**src/rtl/boid_pixel_reader.sv**
```systemverilog
// boid_pixel_reader
//   Read side of the boid double-buffered display RAM. Maps VGA pixel
//   coordinates to a 1-bit RAM read address. Turns the returned bit into
//   12-bit RGB. Delays hsync/vsync so they stay aligned with the RAM read.
//   Owns the displayed bank and swaps it only at frame end, using a
//   req/ack handshake with the boid writer.
//
//   clk_i, rst_ni        system clock, async active-low reset
//   pix_en_i             pixel tick; the pixel pipeline advances only when high
//   x_i, y_i, active_i   pixel coordinate and visible-area flag from VGA timing
//   hsync_i, vsync_i     active-low syncs from VGA timing
//   rd_addr_o, rd_bank_o display-RAM read address and displayed bank
//   rd_data_i            boid bit, valid RAM_LATENCY ticks after rd_addr_o
//   swap_req_i           level request from writer (back bank complete)
//   swap_ack_o           one-clock pulse when the bank has been swapped
//   frame_end_o          one-clock pulse after the last visible pixel is sampled
//   rgb_o                {R,G,B} 4 bits each
//   hsync_o, vsync_o     syncs delayed by 1+RAM_LATENCY pixel ticks
//
// Bank FSM
//   state     | meaning
//   S_IDLE    | no swap outstanding; accepts registered swap_req once hold-off expires
//   S_PENDING | swap requested; waiting for frame_end, cancelled if swap_req drops
//   S_SWAP    | single clock: swap_ack high, rd_bank toggles on exit
module boid_pixel_reader #(
  parameter int          H_ACTIVE    = 640,
  parameter int          V_ACTIVE    = 480,
  parameter int          ADDR_WIDTH  = 19,
  parameter int          RAM_LATENCY = 1,
  parameter logic [11:0] BOID_COLOR  = 12'hFFF,
  parameter logic [11:0] BG_COLOR    = 12'h000
) (
  input  logic                  clk_i,
  input  logic                  rst_ni,
  input  logic                  pix_en_i,
  input  logic [9:0]            x_i,
  input  logic [8:0]            y_i,
  input  logic                  active_i,
  input  logic                  hsync_i,
  input  logic                  vsync_i,
  output logic [ADDR_WIDTH-1:0] rd_addr_o,
  output logic                  rd_bank_o,
  input  logic                  rd_data_i,
  input  logic                  swap_req_i,
  output logic                  swap_ack_o,
  output logic                  frame_end_o,
  output logic [11:0]           rgb_o,
  output logic                  hsync_o,
  output logic                  vsync_o
);

  typedef logic [ADDR_WIDTH-1:0] addr_t;
  typedef enum logic [1:0] {S_IDLE, S_PENDING, S_SWAP} state_t;

  localparam logic [9:0] X_LAST = 10'(H_ACTIVE - 1);
  localparam logic [8:0] Y_LAST = 9'(V_ACTIVE - 1);

  // Delay-line entry: {blank, hsync, vsync}. Reset value keeps syncs idle-high.
  localparam logic [2:0] DL_RESET = 3'b011;

  logic                  in_range;
  addr_t                 addr_full;
  addr_t                 rd_addr_q;
  logic [2:0]            dl_q [RAM_LATENCY];
  logic [2:0]            dl_last;
  logic [11:0]           rgb_q;
  logic                  hsync_q, vsync_q;
  logic                  frame_end_q;
  logic                  req_q;
  state_t                state_q, state_d;
  logic                  bank_q, bank_d;
  logic [1:0]            holdoff_q, holdoff_d;

  assign in_range  = active_i && (x_i < 10'(H_ACTIVE)) && (y_i < 9'(V_ACTIVE));
  // 640*y = 512*y + 128*y, done at full address width.
  assign addr_full = (addr_t'(y_i) << 9) + (addr_t'(y_i) << 7) + addr_t'(x_i);
  assign dl_last   = dl_q[RAM_LATENCY-1];

  // Pixel pipeline. Stage 0 issues the address. dl_q carries blank/syncs
  // alongside the RAM read. The final stage meets rd_data_i.
  always_ff @(posedge clk_i or negedge rst_ni) begin
    if (!rst_ni) begin
      rd_addr_q <= '0;
      for (int i = 0; i < RAM_LATENCY; i++) dl_q[i] <= DL_RESET;
      rgb_q   <= '0;
      hsync_q <= 1'b1;
      vsync_q <= 1'b1;
    end else if (pix_en_i) begin
      rd_addr_q <= in_range ? addr_full : '0;
      dl_q[0]   <= {~in_range, hsync_i, vsync_i};
      for (int i = 1; i < RAM_LATENCY; i++) dl_q[i] <= dl_q[i-1];
      rgb_q   <= (dl_last[2] || !rd_data_i) ? BG_COLOR : BOID_COLOR;
      hsync_q <= dl_last[1];
      vsync_q <= dl_last[0];
    end
  end

  // frame_end and the request sampler run at clock rate, not pixel rate.
  always_ff @(posedge clk_i or negedge rst_ni) begin
    if (!rst_ni) begin
      frame_end_q <= 1'b0;
      req_q       <= 1'b0;
    end else begin
      frame_end_q <= pix_en_i && active_i && (x_i == X_LAST) && (y_i == Y_LAST);
      req_q       <= swap_req_i;
    end
  end

  always_ff @(posedge clk_i or negedge rst_ni) begin
    if (!rst_ni) begin
      state_q   <= S_IDLE;
      bank_q    <= 1'b0;
      holdoff_q <= '0;
    end else begin
      state_q   <= state_d;
      bank_q    <= bank_d;
      holdoff_q <= holdoff_d;
    end
  end

  // holdoff_q gives the writer two clocks after ack to drop its request
  // before a still-high request counts as a new one.
  always_comb begin
    state_d   = state_q;
    bank_d    = bank_q;
    holdoff_d = (holdoff_q != 2'd0) ? holdoff_q - 2'd1 : 2'd0;
    case (state_q)
      S_IDLE:    if (req_q && (holdoff_q == 2'd0)) state_d = S_PENDING;
      S_PENDING: begin
        if (!req_q)           state_d = S_IDLE;
        else if (frame_end_q) state_d = S_SWAP;
      end
      S_SWAP: begin
        state_d   = S_IDLE;
        bank_d    = ~bank_q;
        holdoff_d = 2'd2;
      end
      default:   state_d = S_IDLE;
    endcase
  end

  always_comb begin
    swap_ack_o = (state_q == S_SWAP);
  end

  assign rd_addr_o   = rd_addr_q;
  assign rd_bank_o   = bank_q;
  assign frame_end_o = frame_end_q;
  assign rgb_o       = rgb_q;
  assign hsync_o     = hsync_q;
  assign vsync_o     = vsync_q;

endmodule
```
**config.mk**
```make
export PLATFORM = sky130hd
export DESIGN_NAME = boid_pixel_reader
export DESIGN_NICKNAME = d
export VERILOG_FILES = /design/src/rtl/boid_pixel_reader.sv
export SDC_FILE = /design/constraint.sdc
export NUM_CORES = 1
export LEC_CHECK = 0
export ABC_AREA = 0
export CAP_MARGIN = 10
export CELL_PAD_IN_SITES_DETAIL_PLACEMENT = 2
export CELL_PAD_IN_SITES_GLOBAL_PLACEMENT = 2
export CORE_MARGIN = 2
export CORE_UTILIZATION = 30
export CTS_CLUSTER_DIAMETER = 120
export DETAILED_ROUTE_END_ITERATION = 8
export PLACE_DENSITY = 0.87
export REMOVE_ABC_BUFFERS = 1
export SYNTH_ARGS = -nofsm -noshare
export SYNTH_HDL_FRONTEND = slang
export SYNTH_SLANG_ARGS = --single-unit
```
**constraint.sdc**
```tcl
create_clock -name clk_i -period 2.4 [get_ports clk_i]
set_clock_uncertainty 0.1 [all_clocks]
set_input_delay 0.24 -clock clk_i [delete_from_list [all_inputs] [get_ports clk_i]]
set_output_delay 0.24 -clock clk_i [all_outputs]
set_load 0.005 [all_outputs]
```
==> Word-level counts from Yosys, hierarchy flattened <==
Cells that the tools add are included.
Widths: inputs -> output; s select.
{ "classes": {"add_sub_neg": 3, "order_cmp": 2, "eq_ne": 6, "n_mux": 8, "bitwise": 2, "n_reduce_logical": 12} }
{ "op_table": {"columns": ["op", "count"], "rows": [
  ["$add 18x16->19", 1],
  ["$add 19x10->19", 1],
  ["$mux 19", 1],
  ["$mux 12", 1],
  ["$eq 10x10->1 const B", 1],
  ["$lt 10x10->1 const B", 1],
  ["$mux 2", 5],
  ["$eq 9x9->1 const B", 1],
  ["$lt 9x9->1 const B", 1],
  ["$logic_and 1x1->1", 6],
  ["$logic_not 2->1", 2],
  ["$pmux 2 s2", 1],
  ["$ne 3x3->1 const B", 1],
  ["$eq 2x1->1 const B", 1],
  ["$eq 2x2->1 const B", 1],
  ["$ne 2x2->1 const B", 1],
  ["$not 1->1", 2],
  ["$reduce_and 2->1", 1],
  ["$reduce_bool 2->1", 1],
  ["$sub 2x1->2 const B", 1],
  ["$logic_not 1->1", 1],
  ["$logic_or 1x1->1", 1]
]} }
{ "totals": {"regBits": 43, "input_bits": 27, "elab_cells": 43} }

==> Longest topological paths before layout <==
Gate-level depths: netlist (run 1).
{ "logic_depth": {"word_depth": 4, "depth_mapped": 8, "depth_no_buf": 8} }

==> Worst setup path before layout (run 1) <==
No wires, ideal clock.
{ "synth_path": {"kind": "input to register", "startpoint": "input port x_i[9]", "endpoint": "register rd_addr_q[14], in the netlist rd_addr_o[14]", "setup_ns": 0.126, "arrival_ns": 2.071, "required_ns": 2.174, "setup_slack_ns": 0.103, "cell_stages": 8, "n_path_buf": 0, "path_cell_list": "inv_1 -> fa_1 -> inv_1 -> fa_1 -> a21o_1 -> a21oi_1 -> o21ai_0 -> a221o_1"} }
{ "synth_between": {"elab_chain_cells": 4, "word_cells_on_any_way": 5, "cone_classes": "1 x add/sub; 1 x order compare; 1 x mux; 2 x reduce/logical"} }
{ "synth_lines": {"columns": ["element", "line", "source"], "rows": [
  ["from (decl)", "36", "input logic [9:0] x_i,"],
  ["branches (longest 3 deep; another with $add 19x10->19)", null, null],
  ["$mux 19 *", "89", "rd_addr_q <= in_range ? addr_full : '0;"],
  ["to (signal assigned)", "89", null],
  ["to (decl)", "63", "addr_t rd_addr_q;"]
]} }
Mark *: on every way between the ends.
A chain may end at the register's enable or synchronous reset.

==> Worst setup path in the final report (run 1) <==
{ "layout_path": {"startpoint": "input port y_i[1]", "endpoint": "register rd_addr_q[16], in the netlist rd_addr_o[16]"} }
{ "layout_between": {"elab_chain_cells": 3, "word_cells_on_any_way": 5, "cone_classes": "2 x add/sub; 1 x order compare; 1 x mux; 1 x reduce/logical"} }
{ "layout_lines": {"columns": ["element", "line", "source"], "rows": [
  ["from (decl)", "37", "input logic [8:0] y_i,"],
  ["$add 18x16->19 or $lt 9x9->1 (tied branches)", "76, 74", null],
  ["$add 19x10->19 or $logic_and 1x1->1 (tied branches)", "76, 74", null],
  ["$mux 19 *", "89", null]
]} }
Mark *: on every way between the ends. The rest lies on a longest branch, timed or not.

==> run summary, run 1 <==
Type of the most critical hold path = input port to asynchronous set/reset pin
Sequential area share after synthesis = 0.429
Leading area contributor after synthesis = dfrtp_1
# hold bufs at CTS = 0
Overall global routing resource usage = 0.189
Maximum level of the CTS H-tree = 2
NumNets Final = 298
Worst Setup Slack, final = 0.0585 ns
Maximum single-stage delay on the critical path = 0.45 ns
Final worst path period need = 2.34 ns
Maximum number of pins on one net before global-route repair = 33
Crit end category = flop
Area of the multi-input gates = 972 sq um
Overall overflow remaining after global route = 0
Kind of cell with the highest combined delay on the critical path = adder cells
Flip-flop cell with the highest count after synthesis = dfrtp_1
Share of the clock period used by the worst path = 0.976
Crit path DAT = 2.45 ns
Final Total Pwr = 1.64 mW
Fin area = 2840 sq um
Synth top area cells = dfrtp_1 (37%), ha_1 (11%), dfstp_2 (5.6%)
Post-synthesis async set-or-reset flop share = 1.00
Met1 GRT Util = 0.228
Slowest stage cell on the critical path = clkdlybuf4s50_1
Maxcap violations = 0
Power density cells = 576 nW/um^2
Footprint of the flip-flops and latches = 806 sq um
Initial standard-cell utilization of the core = 0.314
Max Root-Sink Buffers = 2
Number of different library cells in the post-synthesis netlist = 45
Type of element launching the critical path = input port
Met2 Use GR = 0.342
Avg Cell Area, Syn = 10.9 sq um
Via count of the first global-routing pass = 1,942
Detail-routed via count per cell = 5.19
Syn Std Cell Area = 1880 sq um
Cells after synthesis = 172
Gpl congestion = 0.869
Crit-path cells = clkdlybuf4s50_1 -> ha_1 -> ha_2 -> fa_2 -> a21o_1 -> a21o_1 -> a2111o_1 -> o221ai_1
Outcome = finished clean
Syn. warnings = 0
Die boundary width = 83.1 um
Pre-CTS worst setup slack = -0.600 ns
Count of endpoints failing hold in the final timing report = 0
Number of diodes = 0
Maximum fanout count along the critical path = 2
Share of layout cells above drive strength 1 = 0.213
Number of buffers created by CTS = 5
Max-Slew Margin vs Limit = 0.587
Initial detailed-routing violation count = 27
Count of buffers inserted at the top-level ports = 62
Post-synth EDFFs = 0
Yosys top cell area share = 0.373
Average wire per standard cell = 19.8 um
WP data required = 2.51 ns
Total length of routed wires = 6480 um
Routing usage on met3 = 0.0388
Buffers and inverters on the worst path = 1
Crit path kind = input port to flop
Number of sinks handled by clock tree synthesis = 32
DIE AREA = 6910 sq um
DRC = 0
GR peak layer = met2
Clock tree from TritonCTS = yes
Area added between synthesis and finish = 51.3%
Total of endpoints with negative setup slack in the final report = 0
Antenna-violating nets left = 0
First-pass iteration count of the detailed router = 4
Clock insertion delay at the later pin of the skew report = 0.28 ns
Largest vdd supply drop = 0.000305 V
CTS root buf = clkbuf_8
Standby leakage power = 1.28 nW
Site row count = 28
Total half-perimeter wirelength after legalization and detailed placement = 4810 um
Std-Cell Core Area = 5990 sq um
Top cells by count, synth = dfrtp_1 (28), ha_1 (17), inv_1 (16)
Post-place instance area = 2690 sq um
Fill count = 631
Cell with the most instances after synthesis = dfrtp_1
I/O pins = 63
Total of flip-flops plus latches after synthesis = 32
Vias after detailed routing = 1,703
Worst Tran Pin Value = 0.619 ns
Fmax = 427 MHz
Number of antenna violations at the first check in global routing = 0
Floorplan die height = 83.1 um
CTS clock-pin slew for the worst setup and hold paths = 0.08 ns
Pins over their slew limit = 0
Crit path top cell by count = a21o_1
First-pass GRT wire length = 10,300 um
## worst paths after layout
kind / start / endpoint / slack [ns] / depth (start not counted)
max in group asynchronous: rst_ni / vsync_o$_DFFE_PN1P_ / 1.59 / 2
worst max-delay path: y_i[1] / rd_addr_o[16]$_DFFE_PN0P_ / 0.06 / 8
worst min-delay path: rst_ni / rd_addr_o[15]$_DFFE_PN0P_ / 0.26 / 2
worst max register to register: state_q[0]$_DFFE_PN0P_ / holdoff_q[0]$_DFF_PN0_ / 1.31 / 3
min in group clk_i: swap_req_i / req_q$_DFF_PN0_ / 0.29 / 1
worst min register to register: state_q[1]$_DFFE_PN0P_ / state_q[0]$_DFFE_PN0P_ / 0.38 / 1
## per-stage QoR
stage / utilization / TNS [ns] / hold slack [ns] / instances
5_1_grt: 0.475 / -0.0150 / 0.305 / 328
3_5_place_dp: 0.448 / -3.79 / 0.373 / 320
2_1_floorplan: - / 0 / -0.156 / 158
4_1_cts: 0.474 / 0 / 0.284 / 328
3_3_place_gp: 0.448 / -2.90 / 0.342 / 320
6_report: 0.475 / 0 / 0.260 / 328
## state kept, by name, summed over array words and instances, names as in the netlist
signal       count
rd_addr_o       19
dl_last          3
holdoff_q        2
state_q          2
frame_end_o      1
hsync_o          1
rd_bank_o        1
req_q            1
rgb_o            1
vsync_o          1
## power by group
group / total (mW) / internal (mW) / switching [mW]
logic: 0.498 / 0.274 / 0.224
registers: 0.620 / 0.588 / 0.0320
clock network: 0.521 / 0.308 / 0.213
## repair_timing
action                                  in CTS  in global routing
endpoints found under the setup margin       7                  4
buffers inserted                             0                  0
resized for setup                           12                  2
pin swaps                                    8                  1
## layer usage
| layer | wire length [um] | part of all wire |
|---|---|---|
| met3 | 235 | 0.036 |
| met1 | 2810 | 0.43 |
| met5 | 0 | 0 |
| met2 | 3380 | 0.52 |
| met4 | 59 | 0.0091 |
## placed cells by master (no fill, tap or decap), drive strengths merged, types with 2 or more instances in the layout
master,count
a2111o,2
a21o,4
a21oi,7
a221o,2
a22o,12
buf,25
clkbuf,6
clkdlybuf4s50,59
dfrtp,28
dfstp,4
dlygate4sd2,3
fa,2
ha,17
inv,16
mux2,4
nand2,10
nand3,4
nand4,2
nor2,6
nor3,3
nor3b,2
o21a,3
o21ai,4
o221ai,4
or3,2
xnor2,3
## worst register-to-register path: cells and delay by family, from the launching register on
kind,cells,cell delay [ns]
DFF,1,0.40
buffers and inverters,1,0.09
and+or+nand+nor,2,0.41
## area by class of cell
type,instances,share of cell area
Clock buffer,6,0.0255
Tap cell,75,0.0330
Multi-Input combinational cell,110,0.342
Timing Repair Buffer,87,0.283
Inverter,16,0.0211
Sequential cell,32,0.283
Clock inverter,2,0.0123
## kinds of logic (layout without fill, tap and decap cells)
group,Yosys count,count (layout),share of synthesized area
AO/OA/AOI/OAI,47,47,0.198
AND/OR/NAND/NOR,36,36,0.113
flip-flops,32,32,0.429
buffers and inverters,30,111,0.0826
adder cells (fa/ha/maj),19,19,0.134
XOR/XNOR,4,4,0.0186
multiplexers,4,4,0.0240
Note: power is estimated with default switching activity, not from simulation.
==> run 2: changes to the inputs <==
Settings changed: CAP_MARGIN 10 to 20, TNS_END_PERCENT from default to 20.
==> results of run 2 <==
The final DEF is identical to that of run 1; final timing and power are the same.
==> run 3: changes to the inputs <==
Settings changed: CORE_ASPECT_RATIO from default to 0.7.
==> run summary, run 3 (synthesis gave the netlist of run 1 again) <==
Outcome = finished clean (unchanged)
Overall overflow remaining after global route = 0 (unchanged)
Largest vdd supply drop = 0.000229 V (was 0.000305 V)
Initial standard-cell utilization of the core = 0.305 (was 0.314)
Unrepaired setup endpoints after global routing = false
Clock tree from TritonCTS = yes (unchanged)
CTS root buf = clkbuf_8 (unchanged)
NumNets Final = 302 (was 298)
Overall global routing resource usage = 0.209 (was 0.189)
Power density cells = 577 nW/um^2 (was 576 nW/um^2)
Maximum level of the CTS H-tree = 2 (unchanged)
Site row count = 24 (was 28)
I/O pins = 63 (unchanged)
Pins over their slew limit = 0 (unchanged)
Crit path top cell by count = a21o_1 (unchanged)
Worst flop-to-flop path endpoint = state_q[0]$_DFFE_PN0P_ (was holdoff_q[0]$_DFF_PN0_)
Maximum fanout count along the critical path = 2 (unchanged)
Maximum number of pins on one net before global-route repair = 33 (unchanged)
DRC = 0 (unchanged)
Via count of the first global-routing pass = 2,008 (was 1,942)
Final standard cell utilization of the core = 0.467 (was 0.475)
Detail-routed via count per cell = 5.13 (was 5.19)
Die boundary width = 98.6 um (was 83.1 um)
Type of the most critical hold path = input port to asynchronous set/reset pin (unchanged)
Max Root-Sink Buffers = 2 (unchanged)
Count of endpoints failing hold in the final timing report = 0 (unchanged)
Flip-flop count of the largest register after layout = 19 (unchanged)
Final Total Pwr = 1.66 mW (was 1.64 mW)
Crit-path cells = clkdlybuf4s50_1 -> ha_1 -> ha_2 -> fa_2 -> a21o_1 -> a21o_1 -> a2111o_1 -> o221ai_2 (was clkdlybuf4s50_1 -> ha_1 -> ha_2 -> fa_2 -> a21o_1 -> a21o_1 -> a2111o_1 -> o221ai_1)
Setup repair bufs after CTS = 0 (unchanged)
Fill count = 631 (unchanged)
Footprint of the flip-flops and latches = 806 sq um (unchanged)
Total instance count after detailed placement = 327 (was 320)
Share of layout cells above drive strength 1 = 0.241 (was 0.213)
DIE AREA = 6920 sq um (was 6910 sq um)
Final cell count without fillers = 335 (was 328)
Worst R2R Setup Slack = 1.32 ns (was 1.31 ns)
Commonest non-fill, non-tap cell in the layout = clkdlybuf4s50_1 (unchanged)
First-pass GRT wire length = 11,100 um (was 10,300 um)
Pre-CTS worst setup slack = -0.550 ns (was -0.600 ns)
CTS clock-pin slew for the worst setup and hold paths = 0.08 ns (about the same)
Maxcap violations = 0 (unchanged)
Count of buffers inserted at the top-level ports = 62 (unchanged)
Initial detailed-routing violation count = 47 (was 27)
Crit path kind = input port to flop (unchanged)
Clock insertion delay at the later pin of the skew report = 0.29 ns (was 0.28 ns)
Total of endpoints with negative setup slack in the final report = 0 (unchanged)
Slowest stage cell on the critical path = clkdlybuf4s50_1 (unchanged)
Gpl congestion = 0.859 (was 0.869)
Crit path DAT = 2.41 ns (was 2.45 ns)
Vias after detailed routing = 1,720 (was 1,703)
Standby leakage power = 1.31 nW (was 1.28 nW)
Number of antenna violations at the first check in global routing = 0 (unchanged)
Average wire per standard cell = 20.7 um (was 19.8 um)
Maximum single-stage delay on the critical path = 0.47 ns (was 0.45 ns)
Fin area = 2870 sq um (was 2840 sq um)
Area added between synthesis and finish = 52.9% (was 51.3%)
First-pass iteration count of the detailed router = 4 (unchanged)
Max-Slew Margin vs Limit = 0.577 (was 0.587)
Leading cell types in the layout, fill and taps excluded = clkdlybuf4s50_1 (57), buf_4 (29), dfrtp_1 (28) (was clkdlybuf4s50_1 (59), dfrtp_1 (28), buf_4 (25))
Worst Setup SP = x_i[7] (was y_i[1])
Number of buffers created by CTS = 5 (unchanged)
Type of element launching the critical path = input port (unchanged)
Share of the clock period used by the worst path = 0.957 (was 0.976)
Antenna-violating nets left = 0 (unchanged)
Crit end category = flop (unchanged)
Total length of routed wires = 6930 um (was 6480 um)
Depth of the worst register-to-register path = 3 (unchanged)
Worst Setup Slack, final = 0.103 ns (was 0.0585 ns)
TNS Setup = 0 ns (unchanged)
Worst Tran Pin Value = 0.633 ns (was 0.619 ns)
Total half-perimeter wirelength after legalization and detailed placement = 4990 um (was 4810 um)
Fmax = 435 MHz (was 427 MHz)
WP data required = 2.51 ns (about the same)
# hold bufs at CTS = 0 (unchanged)
Number of diodes = 0 (unchanged)
Kind of cell with the highest combined delay on the critical path = compound AO/OA/AOI/OAI gates (was adder cells)
Critical register-to-register path startpoint = state_q[0]$_DFFE_PN0P_ (unchanged)
Post-place instance area = 2720 sq um (was 2690 sq um)
Number of sinks handled by clock tree synthesis = 32 (unchanged)
Floorplan die height = 70.2 um (was 83.1 um)
Buffers and inverters on the worst path = 1 (unchanged)
Final worst path period need = 2.30 ns (was 2.34 ns)
Std-Cell Core Area = 6160 sq um (was 5990 sq um)
Area of the multi-input gates = 958 sq um (was 972 sq um)
Worst hold slack = 0.254 ns (was 0.260 ns)
run 3: changes by cell type in the layout (fill, tap and decap cells not counted), sizes merged:
cell and change:
clkinvlp +1, clkbuf -1, dlymetal6s2s +2, buf +4, clkdlybuf4s50 -2
run 3: worst max path at each step:
stage | endpoint | slack, ns | cells past startpoint
6_report | rd_addr_o[16]$_DFFE_PN0P_ | 0.10 | 8
5_1_grt | rd_addr_o[18]$_DFFE_PN0P_ | 0.04 | 7
4_1_cts | rd_addr_o[16]$_DFFE_PN0P_ | 0.02 | 8
3_5_place_dp | rd_addr_o[16]$_DFFE_PN0P_ | -0.55 | 9
3_3_place_gp | rd_addr_o[13]$_DFFE_PN0P_ | -0.46 | 9
2_1_floorplan | rd_addr_o[14]$_DFFE_PN0P_ | 0.10 | 8
run 3: final cells by class:
cell class | count | share of cell area
Clock buffer | 5 | 0.0240
Clock inverter | 3 | 0.0148
Inverter | 16 | 0.0209
Multi-Input combinational cell | 110 | 0.334
Sequential cell | 32 | 0.280
Tap cell | 78 | 0.0340
Timing Repair Buffer | 91 | 0.292
run 3: what timing repair did:
item	in CTS	in global routing
endpoints found under the setup margin	7	4
pin swaps	7	0
gates resized for setup	14	3
run 3: worst register-to-register path, delay by kind of cell, from the launching register on:
| family | cells | cell delay (ns) |
|---|---|---|
| AOI/OAI and AO/OA | 1 | 0.06 |
| DFF | 1 | 0.43 |
| and+or+nand+nor | 2 | 0.41 |
run 3: report_power, final:
part           internal [mW]  switching [mW]
Clock                  0.307           0.227
Combinational          0.277           0.226
Sequential             0.588          0.0310
Total                   1.17           0.484
run 3: routing by layer:
layer,up-vias,routed length (um),GRT usage
met5,-,0,0
met3,14,315,0.0501
met2,48,3550,0.378
met1,864,2970,0.258
met4,0,95,0.0320
li1,794,-,-
